===== src/rtl/sal_traffic_gen.sv =====
// Write/read-back traffic generator and checker for the DDR controller request and AXI data ports.
// Each test writes num_bursts 32B accesses with a seeded pattern, then reads each one back and compares it.
//
// state     | meaning
// ----------+--------------------------------------------------------
// S_IDLE    | waiting for start
// S_WR      | write request and two W beats of burst idx in flight
// S_RD_REQ  | read request for burst idx presented
// S_RD_DATA | accepting and checking the two read beats of burst idx
// S_DONE    | test finished, done/pass held until next start
module sal_traffic_gen #(
   parameter int ID_W  = 4,
   parameter int RA_W  = 14,
   parameter int CA_W  = 10,
   parameter int CNT_W = 16
) (
   input  logic              clk,
   input  logic              rst,
   input  logic              start,
   input  logic [CNT_W-1:0]  num_bursts,
   input  logic [31:0]       seed,
   output logic              busy,
   output logic              done,
   output logic              pass,
   output logic [CNT_W-1:0]  err_cnt,
   output logic [CNT_W-1:0]  first_err_idx,
   output logic              req_valid,
   input  logic              req_ready,
   output logic [ID_W-1:0]   req_id,
   output logic [RA_W-1:0]   req_ra,
   output logic [CA_W-1:0]   req_ca,
   output logic              req_wr,
   output logic [1:0]        req_len,
   output logic              wvalid,
   input  logic              wready,
   output logic [ID_W-1:0]   wid,
   output logic [127:0]      wdata,
   output logic [15:0]       wstrb,
   output logic              wlast,
   input  logic              rvalid,
   output logic              rready,
   input  logic [ID_W-1:0]   rid,
   input  logic [127:0]      rdata,
   input  logic [1:0]        rresp,
   input  logic              rlast
);

   localparam logic [2:0] S_IDLE    = 3'd0;
   localparam logic [2:0] S_WR      = 3'd1;
   localparam logic [2:0] S_RD_REQ  = 3'd2;
   localparam logic [2:0] S_RD_DATA = 3'd3;
   localparam logic [2:0] S_DONE    = 3'd4;

   localparam logic [CNT_W-1:0] CNT_ONE = CNT_W'(1);
   localparam logic [CNT_W-1:0] CNT_MAX = {CNT_W{1'b1}};

   logic [2:0]       state;
   logic [CNT_W-1:0] idx;
   logic [CNT_W-1:0] n_bursts;
   logic [31:0]      seed_q;
   logic             req_sent;
   logic [1:0]       beat_cnt;
   logic             rd_beat;
   logic [CNT_W-1:0] err_cnt_q;
   logic [CNT_W-1:0] first_err_q;
   logic             err_seen;

   logic             req_fire;
   logic             w_fire;
   logic             last_burst;
   logic             wr_complete;
   logic             rd_bad;
   logic             can_start;

   function automatic logic [127:0] pattern(input logic [31:0] s,
                                            input logic [CNT_W-1:0] i,
                                            input logic b);
      logic [31:0] base;
      base = s + (32'(i) << 3) + (b ? 32'd4 : 32'd0);
      return {base + 32'd3, base + 32'd2, base + 32'd1, base};
   endfunction

   assign busy      = (state == S_WR) || (state == S_RD_REQ) || (state == S_RD_DATA);
   assign done      = (state == S_DONE);
   assign pass      = done && (err_cnt_q == '0);
   assign err_cnt   = err_cnt_q;
   assign first_err_idx = first_err_q;

   assign req_valid = ((state == S_WR) && !req_sent) || (state == S_RD_REQ);
   assign req_wr    = (state == S_WR);
   assign req_id    = idx[ID_W-1:0];
   assign req_ca    = {idx[CA_W-3:0], 2'b00};
   assign req_ra    = RA_W'(idx >> (CA_W - 2));
   assign req_len   = 2'd1;

   assign wvalid    = (state == S_WR) && (beat_cnt != 2'd2);
   assign wlast     = wvalid && (beat_cnt == 2'd1);
   assign wid       = idx[ID_W-1:0];
   assign wstrb     = 16'hFFFF;
   // Payload is zeroed outside WR so nothing leaks out of idle/reset.
   assign wdata     = wvalid ? pattern(seed_q, idx, beat_cnt[0]) : '0;

   assign rready    = (state == S_RD_DATA);

   assign req_fire    = req_valid && req_ready;
   assign w_fire      = wvalid && wready;
   assign last_burst  = ((idx + CNT_ONE) == n_bursts);
   assign wr_complete = (req_sent || req_fire) &&
                        ((beat_cnt == 2'd2) || ((beat_cnt == 2'd1) && w_fire));
   assign rd_bad      = (rdata != pattern(seed_q, idx, rd_beat)) || (rresp != 2'b00) ||
                        (rid != idx[ID_W-1:0]) || (rlast != rd_beat);
   assign can_start   = start && ((state == S_IDLE) || (state == S_DONE));

   always_ff @(posedge clk) begin
      if (rst) begin
         state       <= S_IDLE;
         idx         <= '0;
         n_bursts    <= '0;
         seed_q      <= '0;
         req_sent    <= 1'b0;
         beat_cnt    <= 2'd0;
         rd_beat     <= 1'b0;
         err_cnt_q   <= '0;
         first_err_q <= '0;
         err_seen    <= 1'b0;
      end else begin
         case (state)
            S_IDLE, S_DONE: begin
               if (can_start) begin
                  n_bursts    <= num_bursts;
                  seed_q      <= seed;
                  idx         <= '0;
                  req_sent    <= 1'b0;
                  beat_cnt    <= 2'd0;
                  rd_beat     <= 1'b0;
                  err_cnt_q   <= '0;
                  first_err_q <= '0;
                  err_seen    <= 1'b0;
                  state       <= (num_bursts != '0) ? S_WR : S_DONE;
               end
            end
            S_WR: begin
               if (req_fire) req_sent <= 1'b1;
               if (w_fire)   beat_cnt <= beat_cnt + 2'd1;
               if (wr_complete) begin
                  req_sent <= 1'b0;
                  beat_cnt <= 2'd0;
                  if (last_burst) begin
                     idx   <= '0;
                     state <= S_RD_REQ;
                  end else begin
                     idx   <= idx + CNT_ONE;
                  end
               end
            end
            S_RD_REQ: begin
               if (req_fire) begin
                  rd_beat <= 1'b0;
                  state   <= S_RD_DATA;
               end
            end
            S_RD_DATA: begin
               if (rvalid) begin
                  if (rd_bad) begin
                     if (err_cnt_q != CNT_MAX) err_cnt_q <= err_cnt_q + CNT_ONE;
                     if (!err_seen) begin
                        err_seen    <= 1'b1;
                        first_err_q <= idx;
                     end
                  end
                  rd_beat <= ~rd_beat;
                  // rlast closes the burst even if it arrives on the wrong beat.
                  if (rlast) begin
                     rd_beat <= 1'b0;
                     if (last_burst) begin
                        state <= S_DONE;
                     end else begin
                        idx   <= idx + CNT_ONE;
                        state <= S_RD_REQ;
                     end
                  end
               end
            end
            default: state <= S_IDLE;
         endcase
      end
   end

endmodule


===== config.mk =====
export PLATFORM = sky130hd
export DESIGN_NAME = sal_traffic_gen
export DESIGN_NICKNAME = d
export VERILOG_FILES = /design/src/rtl/sal_traffic_gen.sv
export SDC_FILE = /design/constraint.sdc
export NUM_CORES = 1
export LEC_CHECK = 0
export ABC_AREA = 1
export CAP_MARGIN = 20
export CELL_PAD_IN_SITES_DETAIL_PLACEMENT = 1
export CELL_PAD_IN_SITES_GLOBAL_PLACEMENT = 1
export CORE_MARGIN = 4
export CORE_UTILIZATION = 24
export CTS_BUF_LIST = sky130_fd_sc_hd__clkbuf_4 sky130_fd_sc_hd__clkbuf_8
export DETAILED_ROUTE_END_ITERATION = 8
export HOLD_SLACK_MARGIN = 0.05
export PLACE_DENSITY = 0.72
export SLEW_MARGIN = 10
export SYNTH_ARGS = -nofsm -noshare
export SYNTH_HDL_FRONTEND = slang
export SYNTH_SLANG_ARGS = --single-unit

===== constraint.sdc =====
create_clock -name clk -period 11.3 [get_ports clk]
set_input_delay 2.26 -clock clk [delete_from_list [all_inputs] [get_ports clk]]
set_output_delay 2.26 -clock clk [all_outputs]
set_load 0.1 [all_outputs]

# == Yosys cells after proc, flatten, opt, wreduce, memory -nomap -nowiden ==
# Index checks and enable logic that the tools add are counted.
# classes
n_addsub,12
n_eq_ne,24
n_bitwise,1
muxes,42
n_reduce_logical,37
# op_table
operator,count
16-bit two-way mux,12
32-bit by 2-bit adder with 32-bit output (second input constant),4
128-bit two-way mux,1
128-bit != test,1
32-bit by 1-bit adder with 32-bit output (second input constant),2
32-bit by 3-bit adder with 32-bit output,2
16-bit case mux with 2 select lines,2
16-bit case mux with 3 select lines,1
16-bit by 1-bit adder with 16-bit output (second input constant),2
32-bit by 19-bit adder with 32-bit output,1
3-bit two-way mux,10
16-bit equality test,1
16-bit zero test,1
16-bit != test (second input constant),1
16-bit nonzero test,1
2-bit != test (second input constant),6
3-bit case mux with 4 select lines,1
6-bit AND reduction,2
2-bit by 1-bit != test with 1-bit output (second input constant),5
5-bit AND reduction,2
1-bit logical AND,9
1-bit logical OR,9
1-bit two-way mux,8
4-bit AND reduction,2
other kinds (21),30
# totals
register_bits,104
wordCells,126
out_inout_bits,218

# == Depth between registers and ports, before layout ==
# Gate-level depths: netlist of run 1.
# depth
ltp_word,10
mapped_depth,39

# == Worst setup path before layout of run 1 ==
# No wires, ideal clock.
# synth_path
kind,reg2out
startpoint,reg idx[0]
endpoint,out wdata[111]
setup_slack_ns,2.213
arrival_time_ns,6.827
path_buffers,0
required_ns,9.040
path_stages_with_launch,19
path_cell_list,dfxtp_1 > ha_1 > inv_1 > fa_1 > inv_2 > nand2_2 > nand2_2 > nand3_1 > nand2_2 > nand3_2 > inv_2 > nand2_1 > nor2_1 > nand2_1 > xor2_1 > inv_1 > nor2_1 > inv_1 > o21ai_0
# synth_between
elab_chain_cells,4
# synth_rtl
item,line_no,text
from (decl),58,logic [CNT_W-1:0] idx;
from (signal assigned),152,idx <= idx + CNT_ONE;
from (signal assigned),178,idx <= idx + CNT_ONE;
32-bit by 19-bit adder with 32-bit output,79,base = s + (32'(i) << 3) + (b ? 32'd4 : 32'd0);
32-bit by 3-bit adder with 32-bit output,79,
32-bit by 2-bit adder with 32-bit output,80,"return {base + 32'd3, base + 32'd2, base + 32'd1, base};"
128-bit two-way mux,101,"assign wdata = wvalid ? pattern(seed_q, idx, beat_cnt[0]) : '0;"
to (decl),37,"output logic [127:0] wdata,"
# Every way passes these cells.

# == Worst setup path after layout of run 1 ==
# layout_path
startpoint,reg idx[0]
endpoint,out wdata[60]
# layout_between
elab_chain_cells,4
# layout_rtl
item,line_no
32-bit by 19-bit adder with 32-bit output,79
32-bit by 3-bit adder with 32-bit output,79
32-bit by 1-bit adder with 32-bit output,80
128-bit two-way mux,101
# Every way passes these cells.

==> results.md, run 1 <==
- Post-synth EDFFs: 0
- Layout Utilization: 31.3%
- Max_slew headroom: 22.3%
- Post-CTS sizing: 0
- DRC viols: 0
- Total routed wirelength: 81.9 mm
- Worst Setup SP: idx[0]
- Clk_lat worst skew: 0.42 ns
- CTS Hold Bufs: 0
- Worst setup EP type: output port
- Power per standard cell area: 232 nW/um^2
- Drt first-iter violations: 1232
- Post-CTS Repair Setup Buffers: 0
- Avg Cell Area, Syn: 5.27 sq um
- Synth area leader: nand2_1
- Synth warnings: 0
- H-tree lvl count: 3
- GRT Total Usage: 22.0%
- Largest net degree at the start of global routing: 78
- Dpl hpwl: 70.2 mm
- RSZ-0062 raised after global routing: no
- Final ANT Viol Nets: 0
- TritonCTS clock tree: yes
- Area contributors post-synth: nand2_1, dfxtp_1, inv_1, nor2_1, nand3_1
- # fillers: 9151
- CTS clk-pin slew, worst paths: 0.13 ns
- Clk_skew: 0.0245 ns
- Number of I/O pins: 407
- Row cnt: 95
- Status: complete, no violations
- Die X-Extent: 268 um
- Antenna violations before repair: 17
- Worst setup path end: wdata[60]
- Grt ovf: 0
- Vert. Die Dim: 268 um
- Post-Syn Area: 16200 sq um
- Worst R2R Start: idx[0]
- Hold Vio Cnt, Final: 0
- Post-route minimum period: 8.62 ns
- PortBufs: 380
- WP data required: 9.04 ns
- Cell variety after synth: 57
- Nets: 3637
- Critical R2R Capture: first_err_idx[15]
- Initial Util: 24.2%
- CTS Sinks: 104
- Crit path DAT: 6.36 ns
- Period utilization: 76.3%
- DRT Pass-1 Iters: 5
- R2R depth: 31
- Top-area cell type share of the netlist area: 21.3%
- Async S/R FF share, synth: 0%
- Max-Cap Viols: 0
- Hold Path Class: reg -> reg
- Register area: 2080 sq um
- WS Path Type: reg -> out
- Final setup fails: 0
- Crit path max fanout: 8
- Setup TNS: 0 ns
- DR WL/cell: 19.0 um
- Vias in the first global route: 20500
- Crit path launch type: register
- DP Area: 20800 sq um
- GPL Wtd Cong: 0.942
- Max frequency: 116 MHz
- Design area: 21000 sq um
- Share of cells above drive strength 1: 6.40%
- Post-Syn Instances: 3077
- Worst reg2reg setup slack: 4.44 ns
- Die Area: 71800 sq um
- Max Transition Viols Final: 0
- Clock buffer depth: 2
- First-pass GRT wire length: 123 mm
- Via Count: 20500
- Register area share after synthesis: 12.8%
- Area grow syn2layout: 29.4%
- CTS Root Cell: clkbuf_8
- P_leak: 9.80 nW
- Vias per cell: 4.77
- Multi-input gate area: 11900 sq um
- Synth Flop Type: dfxtp_1
- Core Area: 67000 sq um
- Maximum VDD drop: 0.182 mV
- Worst Max-Slew Pin Slew: 1.16 ns
- Final Power: 4.86 mW
- Post-synthesis register bit count: 104
- CTS buffer count: 9
==> registers in the layout, summed over array words and instances, names as in the netlist <==
name and flops:
beat_cnt 2, err_cnt 16, err_seen 1, first_err_idx 16, idx 16, n_bursts 16, rd_beat 1, req_sent 1
seed_q 32, state 3
==> cell type report <==
| class | count | share of cell area (%) |
|---|---|---|
| well taps | 873 | 5.21 |
| clock inverters | 7 | 0.322 |
| inverters | 498 | 8.92 |
| multi-input cells | 2413 | 56.5 |
| diodes | 7 | 0.0835 |
| flip-flops and latches | 104 | 9.92 |
| repair buffers | 389 | 18.5 |
| clock buffers | 9 | 0.590 |
==> logic make-up (layout without fill, tap and decap cells) <==
logic type               after synthesis  count (layout)  share of synthesized area [%]
flip-flops                           104             104                           12.8
AO/OA/AOI/OAI                        307             307                           10.1
AND/OR/NAND/NOR                     1934            1934                           53.3
XOR/XNOR                             109             109                           6.14
other                                  2              33                         0.0463
buffers and inverters                584             903                           14.6
multiplexers                           4               4                          0.262
adder cells (fa/ha/maj)               33              33                           2.59
==> routing by layer <==
metal	global-route usage, %	vias to the layer above	routed length [um]
li1	-	10200	-
met1	27.5	9660	35200
met2	38.8	490	39400
met3	3.73	115	4630
met4	6.58	18	2520
met5	0	-	117
==> critical path, stage by stage, from the launching register on <==
cell	delay (ns)
dfxtp_1	0.50
ha_1	0.28
inv_1	0.07
fa_1	0.40
inv_2	0.09
nand2_2	0.06
nand2_2	0.10
nand3_1	0.09
nand2_2	0.15
inv_1	0.10
nor2_1	0.20
nand2_1	0.12
nor2_1	0.22
inv_1	0.10
nor2_1	0.22
inv_1	0.07
nor2_1	0.17
inv_1	0.10
o21ai_0	0.24
nand2_1	0.16
nor2_1	0.11
inv_1	0.08
nor4_1	0.63
nand2_1	0.21
nor2_1	0.19
nor2_1	0.06
a21oi_1	0.12
clkdlybuf4s50_1	1.14
==> cells in the mapped netlist (5+ instances only) <==
cell / instances
xnor2_1: 30
clkinv_1: 8
or2_2: 6
inv_1: 464
nor2_4: 22
nor2_2: 27
a211oi_1: 12
nand2_2: 65
nand3_1: 243
ha_1: 32
dfxtp_1: 104
nor3_1: 40
nand2_1: 919
inv_2: 25
clkbuf_1: 36
a21oi_1: 106
nand3b_1: 26
o21bai_1: 7
buf_4: 39
nor4_1: 13
o21a_1: 5
o21ai_0: 157
nor2_1: 463
nand3_2: 19
nand4_1: 67
buf_2: 5
xor2_1: 76
nand2_4: 13
==> stage by stage <==
stage	hold WS, ns	setup slack [ns]	cells
after floorplan	0.444	2.21	3101
after global placement	0.467	3.38	4277
after detailed placement	0.466	3.22	4277
after CTS	0.487	2.75	4293
after global routing	0.514	2.07	4298
final	0.483	2.68	4300
==> power by group <==
group          total (mW)  internal [mW]  switching, mW
Combinational        4.03          0.939           3.09
Sequential          0.588          0.470          0.118
Clock               0.247         0.0874          0.159
Total                4.86           1.50           3.37
==> how the worst min path moves through the flow <==
stage / start / end / cells past startpoint
global placement: err_seen / err_seen / 2
global route: n_bursts[15] / n_bursts[15] / 2
CTS: err_seen / err_seen / 2
floorplan: n_bursts[0] / n_bursts[0] / 2
finish: err_seen / err_seen / 2
detailed placement: err_seen / err_seen / 2
==> cells in the final DEF (no fill, tap or decap), types with 9 or more instances in the layout <==
master	netlist	final
nand2_1	919	919
inv_1	464	464
nor2_1	463	461
clkdlybuf4s50_1	0	380
nand3_1	243	243
o21ai_0	157	157
a21oi_1	106	106
dfxtp_1	104	104
xor2_1	76	76
nand4_1	67	67
nand2_2	65	65
nor3_1	40	40
ha_1	32	32
xnor2_1	30	30
nor2_2	27	29
inv_2	25	27
nand3b_1	26	26
conb_1	2	26
nor2_4	22	22
nand3_2	19	19
nand2_4	13	13
nor4_1	13	13
a211oi_1	12	12
clkbuf_8	0	9
buf_4	39	9
Note: power is estimated with default switching activity, not from simulation.
==> run 2, diff against run 1 <==
--- a/config.mk
+++ b/config.mk
@@ -14,7 +14,7 @@
 export CTS_BUF_LIST = sky130_fd_sc_hd__clkbuf_4 sky130_fd_sc_hd__clkbuf_8
 export DETAILED_ROUTE_END_ITERATION = 8
 export HOLD_SLACK_MARGIN = 0.05
-export PLACE_DENSITY = 0.72
+export PLACE_DENSITY = 0.74
 export SLEW_MARGIN = 10
 export SYNTH_ARGS = -nofsm -noshare
 export SYNTH_HDL_FRONTEND = slang
==> constraint.sdc (replaced) <==
create_clock -name clk -period 7.91 [get_ports clk]
set_input_delay 1.582 -clock clk [delete_from_list [all_inputs] [get_ports clk]]
set_output_delay 1.582 -clock clk [all_outputs]
set_load 0.1 [all_outputs]
==> run 2 against run 1 <==
  * Global-route usage is 0.41 points lower
  * Clock skew is 0.0014 ns lower
  * Via count is 0.17% higher
  * Die area stayed put
  * Hold slack better by 0.0042 ns
  * Critical path depth is 7 lower
  * Largest power group unchanged
  * Sequential power is 43% higher
  * Highest routed layer unchanged
  * Total power is 43% higher
==> results.md, run 2 (synthesis results as in run 1) <==
- Vias per cell: 4.78 (about the same)
- Vert. Die Dim: 268 um (unchanged)
- PortBufs: 380 (unchanged)
- Most common cell after layout, fill and taps aside: nand2_1
- RSZ-0062 raised after global routing: no
- Drt first-iter violations: 1071 (-13%)
- Dpl hpwl: 70.0 mm (-0.32%)
- Net Sw Frac: 69.0% (-0.27 points)
- CTS Root Cell: clkbuf_8
- Most flops, register: seed_q
- Final setup fails: 0 (unchanged)
- R2R depth: 30 (-3.2%)
- Hold Vio Cnt, Final: 0 (unchanged)
- Worst reg2reg setup slack: 1.70 ns (-2.74 ns)
- Int Pwr: 2.16 mW (+44%)
- Hold Path Class: reg -> reg
- Area grow syn2layout: 28.7%
- Clock buffer depth: 2 (unchanged)
- GPL Wtd Cong: 0.957 (+1.6%)
- Layout Utilization: 31.1% (-0.16 points)
- Hold Path Stages: 2 (unchanged)
- CTS clk-pin slew, worst paths: 0.11 ns (-0.02 ns)
- First-pass GRT wire length: 121 mm (-1.8%)
- Post-CTS Repair Setup Buffers: 0 (unchanged)
- Period utilization: 91.0%
- Die Area: 71800 sq um (unchanged)
- WHS: 0.488 ns (+0.00424 ns)
- P_leak: 9.96 nW (+1.7%)
- Max_slew headroom: 27.9% (+5.6 points)
- Crit path DAT: 5.62 ns (-0.74 ns)
- Grt ovf: 0 (unchanged)
- CTS Sinks: 104 (unchanged)
- Status: complete, no violations
- Initial Util: 24.2% (unchanged)
- Crit path max fanout: 8 (unchanged)
- Final ANT Viol Nets: 0 (unchanged)
- Via Count: 20600 (+0.17%)
- DRT Pass-1 Iters: 5 (unchanged)
- Post-CTS sizing: 0 (unchanged)
- Most frequent cells in the layout: nand2_1, inv_1, nor2_1
- Largest net degree at the start of global routing: 55 (-29%)
- Core Area: 67000 sq um (unchanged)
- Worst setup EP type: output port
- Crit path launch type: register
- Power per standard cell area: 333 nW/um^2 (+44%)
- Clk_lat worst skew: 0.40 ns (-0.02 ns)
- Gate power share: 82.8% (about the same)
- Max-Cap Viols: 0 (unchanged)
- Post-route minimum period: 7.20 ns
- # fillers: 9098 (-0.58%)
- CTS buffer count: 9 (unchanged)
- Nets: 3643 (+0.16%)
- Maximum VDD drop: 0.257 mV (+42%)
- DR WL/cell: 18.8 um (-1.2%)
- Max reg flops: 32 (unchanged)
- CTS Hold Bufs: 0 (unchanged)
- DRC viols: 0 (unchanged)
- Share of cells above drive strength 1: 8.58% (+2.2 points)
- Seq pwr share: 12.0% (about the same)
- TritonCTS clock tree: yes
- Max Transition Viols Final: 0 (unchanged)
- Sw Pwr: 4.79 mW (+42%)
- Max frequency: 139 MHz
- Clock share of power: 5.2% (about the same)
- Number of I/O pins: 407 (unchanged)
- Clk_skew: 0.0231 ns (-0.00139 ns)
- WS Path Type: reg -> out
- Row cnt: 95 (unchanged)
- WP data required: 6.33 ns (-2.71 ns)
- Antenna violations before repair: 14 (-3)
- Vias in the first global route: 20400 (-0.54%)
- Total routed wirelength: 81.0 mm (-1.0%)
- Die X-Extent: 268 um (unchanged)
- GRT Total Usage: 21.6% (-0.41 points)
- H-tree lvl count: 3 (unchanged)
- Worst Max-Slew Pin Slew: 1.08 ns (-0.0837 ns)
run 2: cell count changes in the layout (fill, tap and decap cells not counted), sizes merged:
cell | before | now
clkdlybuf4s50 | 380 | 313
bufinv | 0 | 1
clkbuf | 9 | 12
inv | 497 | 491
clkinv | 7 | 9
buf | 9 | 82
run 2: area by class of cell:
| class | instances | area [sq um] | area share, % |
|---|---|---|---|
| multi-input combinational | 2413 | 11900 | 56.8 |
| timing repair buffer | 395 | 3750 | 18.0 |
| sequential | 104 | 2080 | 9.97 |
| inverter | 498 | 1870 | 8.96 |
| tap | 873 | 1090 | 5.23 |
| clock buffer | 12 | 146 | 0.701 |
| clock inverter | 4 | 55.1 | 0.264 |
| antenna | 7 | 17.5 | 0.0839 |
run 2: worst max-delay path, stage by stage, from the launching register on:
cell     delay [ns]
dfxtp_1        0.53
ha_1           0.29
inv_1          0.07
fa_1           0.47
inv_1          0.19
nand3_1        0.14
nor3_1         0.26
inv_1          0.14
nor2_1         0.15
xor2_1         0.67
inv_1          0.20
nor2_1         0.24
inv_1          0.12
nor2_1         0.10
inv_1          0.09
nor4_1         0.64
nand2_1        0.19
nor2_1         0.17
nor2_1         0.06
a21oi_1        0.18
buf_4          0.33
run 2: final timing paths:
path / startpoint / endpoint
setup reg to reg: idx[0] / err_cnt[1]
hold reg to reg: n_bursts[0] / n_bursts[0]
hold / removal: n_bursts[0] / n_bursts[0]
setup / recovery: idx[0] / wdata[60]
run 2: metal layers:
layer	vias up	share of wire (%)	track usage, %	routed length [um]
met5	-	0.11	0	89
met4	14	3.3	6.87	2700
met3	107	4.3	2.74	3470
met2	473	49	38.5	39700
met1	9705	43	27.0	35100
li1	10300	-	-	-
run 2: power groups by stage:
stage	Clock [mW]	Combinational, mW	Sequential (mW)
after floorplan	0	3.69	1.31
after global placement	0	5.69	0.845
after detailed placement	0	5.75	0.844
after CTS	0.372	5.77	0.837
after global routing	0.396	6.17	0.861
final	0.360	5.76	0.838
run 2: per-stage QoR:
| step | setup TNS [ns] | cells | power (mW) | area (sq um) | setup slack, ns |
|---|---|---|---|---|---|
| after floorplan | -0.882 | 3101 | 5.00 | 16300 | -0.441 |
| after global routing | 0 | 4301 | 7.43 | 20900 | 0.191 |
| final | 0 | 4306 | 6.95 | 20900 | 0.713 |
| after global placement | 0 | 4283 | 6.53 | 20700 | 1.33 |
| after detailed placement | 0 | 4283 | 6.59 | 20700 | 1.22 |
| after CTS | 0 | 4299 | 6.98 | 20900 | 0.759 |
